--- src/rtl/voice_motion_ctrl_if.sv ---
// Frame-rate handshake between the Signal_Analyser/frame timer side and the
// motion controller, plus the sprite position fed to the renderer.
interface voice_motion_ctrl_if;
  logic       frame_tick;
  logic [1:0] pitch;
  logic       volumn;
  logic [7:0] x_pos;
  logic [6:0] y_pos;
  logic       jumping;
  logic       move_valid;

  modport master (
    output frame_tick, pitch, volumn,
    input  x_pos, y_pos, jumping, move_valid
  );

  modport slave (
    input  frame_tick, pitch, volumn,
    output x_pos, y_pos, jumping, move_valid
  );
endinterface

--- src/rtl/voice_motion_ctrl.sv ---
// Voice-driven character motion: volume debounce triggers a ground/rise/apex/fall
// jump, a stable pitch picks the horizontal speed; all state advances once per frame.
module voice_motion_ctrl #(
  parameter int X_MAX       = 159,
  parameter int GROUND_Y    = 100,
  parameter int JUMP_H      = 40,
  parameter int RISE_STEP   = 2,
  parameter int APEX_FRAMES = 4,
  parameter int DEBOUNCE    = 3,
  parameter int SLOW_STEP   = 1,
  parameter int FAST_STEP   = 2
) (
  input logic                 clk,
  input logic                 resetn,
  voice_motion_ctrl_if.slave  bus
);

  typedef enum logic [1:0] {GROUND, RISE, APEX, FALL} state_e;

  localparam int VW = $clog2(DEBOUNCE + 1);
  localparam int AW = $clog2(APEX_FRAMES + 1);

  localparam logic [6:0]    Y_GND     = 7'(GROUND_Y);
  localparam logic [6:0]    Y_TOP     = 7'(GROUND_Y - JUMP_H);
  localparam logic [6:0]    Y_STEP    = 7'(RISE_STEP);
  localparam logic [8:0]    X_LIM     = 9'(X_MAX);
  localparam logic [8:0]    X_WRAP    = 9'(X_MAX + 1);
  localparam logic [7:0]    SPD_SLOW  = 8'(SLOW_STEP);
  localparam logic [7:0]    SPD_FAST  = 8'(FAST_STEP);
  localparam logic [VW-1:0] DEB_MAX   = VW'(DEBOUNCE);
  localparam logic [AW-1:0] APEX_LAST = AW'(APEX_FRAMES - 1);

  logic [1:0]    pitch_m_q, pitch_s_q, pitch_prev_q;
  logic          vol_m_q, vol_s_q;
  state_e        state_q;
  logic [7:0]    x_q, speed_q;
  logic [6:0]    y_q;
  logic          jumping_q, move_valid_q, armed_q;
  logic [VW-1:0] vol_cnt_q;
  logic [AW-1:0] apex_cnt_q;

  logic [VW-1:0] vol_cnt_d;
  logic          armed_d, trig;
  logic [7:0]    speed_d, x_d;
  logic [8:0]    x_sum;

  // Per-frame values that both the datapath registers and the FSM consume.
  always_comb begin
    vol_cnt_d = '0;
    armed_d   = 1'b1;
    if (vol_s_q) begin
      vol_cnt_d = (vol_cnt_q == DEB_MAX) ? vol_cnt_q : vol_cnt_q + 1'b1;
      armed_d   = armed_q;
    end
    trig = (state_q == GROUND) && armed_q && (vol_cnt_d == DEB_MAX);
    if (trig) armed_d = 1'b0;

    speed_d = speed_q;
    if (pitch_s_q == pitch_prev_q) begin
      unique case (pitch_s_q)
        2'b01:   speed_d = SPD_SLOW;
        2'b11:   speed_d = SPD_FAST;
        default: speed_d = '0;
      endcase
    end

    x_sum = {1'b0, x_q} + {1'b0, speed_d};
    x_d   = (x_sum > X_LIM) ? 8'(x_sum - X_WRAP) : x_sum[7:0];
  end

  // NOTE: sequential state uses non-blocking assignments only; any value needed
  // twice in the same frame is computed combinationally above instead.
  always_ff @(posedge clk or negedge resetn) begin
    if (!resetn) begin
      pitch_m_q    <= 2'b00;
      pitch_s_q    <= 2'b00;
      vol_m_q      <= 1'b0;
      vol_s_q      <= 1'b0;
      pitch_prev_q <= 2'b00;
      state_q      <= GROUND;
      x_q          <= '0;
      y_q          <= Y_GND;
      speed_q      <= '0;
      jumping_q    <= 1'b0;
      move_valid_q <= 1'b0;
      armed_q      <= 1'b1;
      vol_cnt_q    <= '0;
      apex_cnt_q   <= '0;
    end else begin
      pitch_m_q    <= bus.pitch;
      pitch_s_q    <= pitch_m_q;
      vol_m_q      <= bus.volumn;
      vol_s_q      <= vol_m_q;
      move_valid_q <= bus.frame_tick;
      if (bus.frame_tick) begin
        vol_cnt_q    <= vol_cnt_d;
        armed_q      <= armed_d;
        pitch_prev_q <= pitch_s_q;
        speed_q      <= speed_d;
        x_q          <= x_d;
        unique case (state_q)
          GROUND: begin
            y_q <= Y_GND;
            if (trig) begin
              state_q   <= RISE;
              jumping_q <= 1'b1;
            end
          end
          RISE: begin
            if (y_q <= Y_TOP + Y_STEP) begin
              y_q        <= Y_TOP;
              apex_cnt_q <= '0;
              state_q    <= APEX;
            end else begin
              y_q <= y_q - Y_STEP;
            end
          end
          APEX: begin
            apex_cnt_q <= apex_cnt_q + 1'b1;
            if (apex_cnt_q == APEX_LAST) state_q <= FALL;
          end
          FALL: begin
            if (y_q >= Y_GND - Y_STEP) begin
              y_q       <= Y_GND;
              state_q   <= GROUND;
              jumping_q <= 1'b0;
            end else begin
              y_q <= y_q + Y_STEP;
            end
          end
          default: state_q <= GROUND;
        endcase
      end
    end
  end

  assign bus.x_pos      = x_q;
  assign bus.y_pos      = y_q;
  assign bus.jumping    = jumping_q;
  assign bus.move_valid = move_valid_q;

endmodule

--- src/flat_wrapper.sv ---
// flat-port wrapper written by rule: the top's interface ports become plain ports
module voice_motion_ctrl_flat 
#(
  parameter int X_MAX       = 159,
  parameter int GROUND_Y    = 100,
  parameter int JUMP_H      = 40,
  parameter int RISE_STEP   = 2,
  parameter int APEX_FRAMES = 4,
  parameter int DEBOUNCE    = 3,
  parameter int SLOW_STEP   = 1,
  parameter int FAST_STEP   = 2
)
  (clk, resetn, bus_frame_tick, bus_pitch, bus_volumn, bus_x_pos, bus_y_pos, bus_jumping, bus_move_valid);
  voice_motion_ctrl_if bus_i ();
  input logic clk;
  input logic resetn;
  input wire logic [$bits(bus_i.frame_tick)-1:0] bus_frame_tick;
  input wire logic [$bits(bus_i.pitch)-1:0] bus_pitch;
  input wire logic [$bits(bus_i.volumn)-1:0] bus_volumn;
  output wire logic [$bits(bus_i.x_pos)-1:0] bus_x_pos;
  output wire logic [$bits(bus_i.y_pos)-1:0] bus_y_pos;
  output wire logic [$bits(bus_i.jumping)-1:0] bus_jumping;
  output wire logic [$bits(bus_i.move_valid)-1:0] bus_move_valid;
  assign bus_i.frame_tick = bus_frame_tick;
  assign bus_i.pitch = bus_pitch;
  assign bus_i.volumn = bus_volumn;
  assign bus_x_pos = bus_i.x_pos;
  assign bus_y_pos = bus_i.y_pos;
  assign bus_jumping = bus_i.jumping;
  assign bus_move_valid = bus_i.move_valid;
  voice_motion_ctrl #(.X_MAX(X_MAX), .GROUND_Y(GROUND_Y), .JUMP_H(JUMP_H), .RISE_STEP(RISE_STEP), .APEX_FRAMES(APEX_FRAMES), .DEBOUNCE(DEBOUNCE), .SLOW_STEP(SLOW_STEP), .FAST_STEP(FAST_STEP)) u_core (.clk(clk), .resetn(resetn), .bus(bus_i));
endmodule
--- config.mk ---
export PLATFORM = sky130hd
export DESIGN_NAME = voice_motion_ctrl_flat
export DESIGN_NICKNAME = d
export VERILOG_FILES = /design/src/rtl/voice_motion_ctrl_if.sv /design/src/rtl/voice_motion_ctrl.sv /design/src/flat_wrapper.sv
export SDC_FILE = /design/constraint.sdc
export NUM_CORES = 1
export LEC_CHECK = 0
export CAP_MARGIN = 0
export CORE_MARGIN = 2
export CORE_UTILIZATION = 40
export CTS_BUF_LIST = sky130_fd_sc_hd__clkbuf_8
export CTS_CLUSTER_DIAMETER = 150
export DETAILED_ROUTE_END_ITERATION = 7
export HOLD_SLACK_MARGIN = 0.08
export PLACE_DENSITY = 0.69
export SLEW_MARGIN = 20
export SYNTH_ARGS = -nofsm -noshare
export SYNTH_HDL_FRONTEND = slang
export SYNTH_SLANG_ARGS = --single-unit
--- constraint.sdc ---
create_clock -name clk -period 3.3 [get_ports clk]
set_input_delay 0.33 -clock clk [delete_from_list [all_inputs] [get_ports clk]]
set_output_delay 0.33 -clock clk [all_outputs]
set_load 0.02 [all_outputs]
==> impl_metrics.yaml, run 1 <==
setup_path:
  worst_setup_path_start_kind: "register"
  r2r_setup_slack_ns: 0.21
  critPathKind: "reg2reg"
  r2r_end: "u_core.bus.x_pos[5]$_DFFE_PN0P_"
  critPathMaxFanout: 10
  cp-end-kind: "register"
  crit_end: "u_core.bus.x_pos[5]$_DFFE_PN0P_"
  cp-startpoint: "u_core.pitch_s_q[0]$_DFF_PN0_"
  critPathArrivalTime_ns: 3.31
  worst_r2r_path_depth: 14
  reg2reg_from: "u_core.pitch_s_q[0]$_DFF_PN0_"
  cp.required_ns: 3.52
routing:
  wl_mm: 4.801
  drtAntennaViolNets: 0
  viasPerCell: 5.314
  route.vias.total: 1860
  drtIter0Drc: 110
  wire_per_inst_um: 13.72
  drc_errors: 0
  first_pass_iters: 4
sta:
  relSlewSlack_pct: 40.53
  holdWs_ns: 0.1558
  finalSetupViolCount: 0
  hold_violations: 0
  finClkSkew_ns: 0.005948
  tns_ns: 0
  worst_slack_ns: 0.2105
  tightest_slew_ns: 0.8921
  finalCriticalPeriod_ns: 3.090
  post-route-period-util_pct: 93.62
  drv_slew: 0
  max_freq_ghz: 0.3237
placement:
  gp_congestion: 0.8349
  dp.final_hpwl_mm: 3.432
  port-buffer-count: 21
  dp_slack_ns: 0.09262
clock_network:
  clk_latency_ns: 0.29
  clockBufferDepth: 2
  clkSinkCount: 40
  cts_tree: "built"
  htree_levels: 2
  cts_buffers: 5
  cts_setup_buffers: 0
  path_clk_slew_ns: 0.08
  cts_root_buf: "clkbuf_8"
status:
  status: "finished clean"
finish:
  flow.area_growth_from_synthesis_pct: 16.19
  drive_gt1_share_pct: 11.64
  seq_area_um2: 1006
  fill_cells: 567
  insertedDiodeCount: 0
  multi_input_area_um2: 1354
  postLayoutCoreUtil_pct: 47.92
  nets: 300
power_and_ir_drop:
  power_density_nw_per_um2: 863.7
  total_power_w: 0.002436
  leakage_nw: 1.236
  peakVddDrop_uv: 470.3
grt:
  grt-ovfl-total: 0
  grt_pass1_vias: 1798
  gr-usage-all-layers_pct: 16.20
  grt_pass1_wl_mm: 8.314
  grt_max_degree: 41
  antenna_found_initial: 0
synthesis:
  yosysUniqueCellTypes: 55
  synthTopCellsByArea: "dfrtp_1 37%, ha_1 9.8%, dfstp_2 4.3%"
  yosys_most_used_dff: "dfrtp_1"
  syn_inst: 251
  synth_area_um2: 2427
  ys_seq_area_share_pct: 41.44
  async_reset_ff_share_pct: 100.0
  synth-seq-cells: 40
  synth_fp_nets: 277
  yosys_warnings: 0
  netlist.area_leader.share_pct: 37.11
  synth_top_cell_by_area: "dfrtp_1"
  synth_area_per_cell_um2: 9.671
  synth_edf_count: 0
  synth_most_common_cell: "dfrtp_1"
  synth_common_cells: "36 x dfrtp_1, 23 x nand2_1, 19 x ha_1, 17 x a21oi_1, 16 x nor2_1"
floorplan:
  core_area_um2: 5886
  start_util_pct: 41.24
  dieWidth_um: 81.90
  dieHeight_um: 81.90
  die-area_um2: 6708
  ios: 23
  rows: 28
min_path:
  hold_path.class: "in2async"
flow_run:
  max_cap_violations: 0
power breakdown:
group	internal [W]	total [W]	leakage, nW	switching, W
clock	0.000169	0.000351	0.0434	0.000181
sequential	0.000643	0.000812	0.487	0.000169
combinational	0.000575	0.00127	0.706	0.000698
worst max-delay path: stages, from the launching register on:
cell and delay, ns:
dfrtp_1 0.44, xnor2_2 0.21, nand2_2 0.14, nand2_1 0.09, o21ai_1 0.06, ha_1 0.22
fa_2 0.38, nand3_1 0.13, a21oi_1 0.11, a311o_1 0.32, ha_1 0.22, inv_1 0.07
o31ai_2 0.10, a221o_1 0.35, a31oi_1 0.16
kinds of logic after synthesis:
kind of cell / synth area share, %
muxes: 3.196
buffers and inverters: 3.608
other: 0.1545
AOI/OAI and AO/OA: 21.24
xor gates and xnor gates: 2.165
and+or+nand+nor: 17.58
adders and majority gates: 10.62
DFF: 41.44
what timing repair did:
item / 4_1_cts / 5_1_grt
resized for setup: 0 / 6
hold buffers: 0 / 0
endpoints found under the setup margin: 0 / 3
registers in the layout, summed over array words and instances (netlist names):
signal,cells
u_core.pitch_s_q,2
u_core.vol_cnt_q,2
u_core.apex_cnt_q,3
u_core.state_q,2
u_core.bus.move_valid,1
u_core.vol_m_q,1
u_core.bus.y_pos,6
u_core.armed_q,1
u_core.pitch_prev_q,2
u_core.speed_q,8
u_core.bus.jumping,1
u_core.vol_s_q,1
u_core.pitch_m_q,2
u_core.bus.x_pos,8
cells in the final DEF (no fill, tap or decap), types with 5 or more instances in the layout:
| cell | instances |
|---|---|
| nand2_1 | 22 |
| mux2_2 | 5 |
| nor3_1 | 5 |
| clkbuf_8 | 6 |
| and2_1 | 13 |
| o21ai_0 | 7 |
| ha_1 | 19 |
| nand3_1 | 9 |
| dfrtp_1 | 36 |
| o21ai_1 | 10 |
| nor2_1 | 16 |
| inv_1 | 15 |
| clkdlybuf4s50_1 | 20 |
| a21oi_1 | 17 |
worst min path at each step:
stage,from,end,slack (ns),cells after the start
finish,resetn,u_core.pitch_m_q[1]$_DFF_PN0_,0.16,1
global route,resetn,u_core.bus.move_valid$_DFF_PN0_,0.24,1
CTS,resetn,u_core.speed_q[1]$_DFFE_PN0P_,0.20,1
detailed placement,u_core.vol_m_q$_DFF_PN0_,u_core.vol_s_q$_DFF_PN0_,0.33,0
global placement,u_core.pitch_m_q[0]$_DFF_PN0_,u_core.pitch_s_q[0]$_DFF_PN0_,0.33,0
floorplan,resetn,u_core.apex_cnt_q[0]$_DFFE_PN0P_,0.03,0
layout make-up:
type	count	share of cell area, %
Clock buffer	6	2.928
Tap cell	75	3.327
Multi-Input combinational cell	190	48.00
Timing Repair Buffer	22	7.542
Clock inverter	2	0.5324
Inverter	15	1.996
Sequential cell	40	35.67
layer usage:
layer	vias up	routed length [µm]	share of wire, %	track usage (%)
li1	943	-	-	-
met4	0	29	0.60	5.667
met1	887	2434	51	22.64
met5	-	0	0	0
met2	28	2205	46	24.88
met3	2	131	2.7	3.297
through the flow:
| step | std cells | area [µm²] |
|---|---|---|
| global route | 350 | 2820 |
| global placement | 342 | 2703 |
| floorplan | 251 | 2427 |
| finish | 350 | 2820 |
| CTS | 350 | 2800 |
| detailed placement | 342 | 2703 |
Note: power is estimated with default switching activity, not from simulation.
==> inputs of run 2 (changes only) <==
--- a/config.mk
+++ b/config.mk
@@ -6,7 +6,6 @@
 export NUM_CORES = 1
 export LEC_CHECK = 0
 export CAP_MARGIN = 0
-export CORE_MARGIN = 2
 export CORE_UTILIZATION = 40
 export CTS_BUF_LIST = sky130_fd_sc_hd__clkbuf_8
 export CTS_CLUSTER_DIAMETER = 150
==> impl_metrics.yaml, run 2 (synthesis results as in run 1) <==
status:
  status: "finished clean"
finish:
  drive_gt1_share_pct: 11.59
  nets: 301
  final_cell_mix: "36 x dfrtp_1, 23 x nand2_1, 20 x clkdlybuf4s50_1"
  postLayoutCoreUtil_pct: 48.21
  layout_commonest_cell: "dfrtp_1"
  stdcell_count: 351
  flow.area_growth_from_synthesis_pct: 16.91
  insertedDiodeCount: 0
  fill_cells: 573
power_and_ir_drop:
  p_seq_share_pct: 32.8
  cell_internal_pwr_w: 0.001441
  clockPowerShare_pct: 16.2
  swShare_pct: 41.76
  combPwrFrac_pct: 51.0
  power_density_nw_per_um2: 872.0
  leakage_nw: 1.249
  peakVddDrop_uv: 436.0
  power_switching_w: 0.001033
  total_power_w: 0.002475
floorplan:
  start_util_pct: 41.24
  ios: 23
  rows: 28
  dieHeight_um: 79.90
  dieWidth_um: 79.90
  core_area_um2: 5886
  die-area_um2: 6384
clock_network:
  path_clk_slew_ns: 0.08
  clkSinkCount: 40
  cts_buffers: 5
  hold_buffers: 0
  clockBufferDepth: 2
  cts_tree: "built"
  clk_latency_ns: 0.29
  cts_root_buf: "clkbuf_8"
  htree_levels: 2
setup_path:
  worst_setup_path_start_kind: "register"
  cpPeakStageDelay_ns: 0.43
  reg2reg_from: "u_core.pitch_s_q[0]$_DFF_PN0_"
  critPathMaxFanout: 5
  worst_r2r_path_depth: 14
  cp-startpoint: "u_core.pitch_s_q[0]$_DFF_PN0_"
  cp.required_ns: 3.52
  path_common_cell: "ha_1"
  crit_chain: "xnor2_2 -> nand2_2 -> nand2_1 -> o21ai_0 -> ha_1 -> fa_2 -> nand3_1 -> a21oi_1 -> a311o_1 -> ha_1 -> inv_1 -> o31ai_2 -> a221o_1 -> a31oi_1"
  critPathKind: "reg2reg"
  critPathArrivalTime_ns: 3.27
  cp-end-kind: "register"
  crit_path_top_delay_cell: "dfrtp_1"
grt:
  antenna_found_initial: 0
  grt-ovfl-total: 0
  grt_pass1_vias: 1718
  gr-usage-all-layers_pct: 15.92
  grt_pass1_wl_mm: 7.859
  grt_max_degree: 41
placement:
  dp.cells: 342
  gp_congestion: 0.8645
  dp.final_hpwl_mm: 3.302
  port-buffer-count: 21
routing:
  wire_per_inst_um: 13.12
  first_pass_iters: 4
  wl_mm: 4.604
  route.vias.total: 1882
  drtIter0Drc: 66
  drtAntennaViolNets: 0
  viasPerCell: 5.362
  drc_errors: 0
sta:
  rsz0062_at_grt: "no"
  post-route-period-util_pct: 92.63
  tns_ns: 0
  finClkSkew_ns: 0.005859
  holdWs_ns: 0.1516
  relSlewSlack_pct: 41.59
  finalSetupViolCount: 0
  drv_slew: 0
  hold_violations: 0
  tightest_slew_ns: 0.8761
  finalCriticalPeriod_ns: 3.057
  max_freq_ghz: 0.3272
min_path:
  hold_path.class: "in2async"
flow_run:
  max_cap_violations: 0
run 2: cell types whose count changed in the layout (fill, tap and decap cells not counted), sizes merged:
cell,change
bufinv,+1
clkinv,+1
clkinvlp,-1
clkbuf,-1
nand2,+1
run 2: repair_timing:
action,in CTS,in global routing
setup buffers,0,0
endpoints found under the setup margin,0,3
gates resized for setup,0,5
run 2: layout make-up:
cell class | count | area, µm² | share of cell area [%]
clock inverters | 3 | 42.54 | 1.499
flip-flops and latches | 40 | 1006 | 35.45
clock buffers | 5 | 68.82 | 2.425
repair buffers | 22 | 212.7 | 7.496
well taps | 75 | 93.84 | 3.307
inverters | 15 | 56.30 | 1.984
multi-input cells | 191 | 1358 | 47.84
run 2: critical path: cells and delay by family (launching register included):
kind            cells  cell delay [ns]
flops               1             0.43
simple gates        3             0.31
compound gates      6             1.12
fa+ha+maj           3             0.84
xor+xnor            1             0.21
buf+inv             1             0.07
run 2: power by group through the flow:
stage	registers [W]	logic [W]	clock network (W)
6_report	0.000813	0.00126	0.000400
5_1_grt	0.000837	0.00141	0.000433
4_1_cts	0.000812	0.00126	0.000419
3_5_place_dp	0.000821	0.00125	0
3_3_place_gp	0.000815	0.00124	0
2_1_floorplan	0.000878	0.000827	0
run 2: stage by stage:
stage / instance area (µm²) / worst slack (ns)
6_report: 2838 / 0.2434
5_1_grt: 2838 / 0.01801
4_1_cts: 2814 / 0.08485
3_5_place_dp: 2703 / 0.1148
3_3_place_gp: 2703 / 0.2067
2_1_floorplan: 2427 / 0.3521
run 2: worst paths after layout:
kind                                                     to  slack (ns)
min in group clk              u_core.pitch_s_q[1]$_DFF_PN0_        0.35
setup / recovery            u_core.bus.x_pos[6]$_DFFE_PN0P_        0.24
hold reg to reg               u_core.pitch_s_q[1]$_DFF_PN0_        0.35
hold / removal                u_core.pitch_s_q[0]$_DFF_PN0_        0.15
setup reg to reg            u_core.bus.x_pos[6]$_DFFE_PN0P_        0.24
max in group asynchronous  u_core.apex_cnt_q[2]$_DFFE_PN0P_        2.60
run 2: layer usage:
layer | part of all wire [%] | GRT usage, %
met1 | 51 | 21.97
met2 | 44 | 24.36
met3 | 3.5 | 3.086
met4 | 1.8 | 6.429
met5 | 0 | 0
==> inputs of run 3 (changes only) <==
--- a/config.mk
+++ b/config.mk
@@ -12,7 +12,7 @@
 export DETAILED_ROUTE_END_ITERATION = 7
 export HOLD_SLACK_MARGIN = 0.08
 export PLACE_DENSITY = 0.69
-export SLEW_MARGIN = 20
+export SLEW_MARGIN = 5
 export SYNTH_ARGS = -nofsm -noshare
 export SYNTH_HDL_FRONTEND = slang
 export SYNTH_SLANG_ARGS = --single-unit
==> results of run 3 <==
The final DEF is identical to that of run 2; final timing and power are the same.
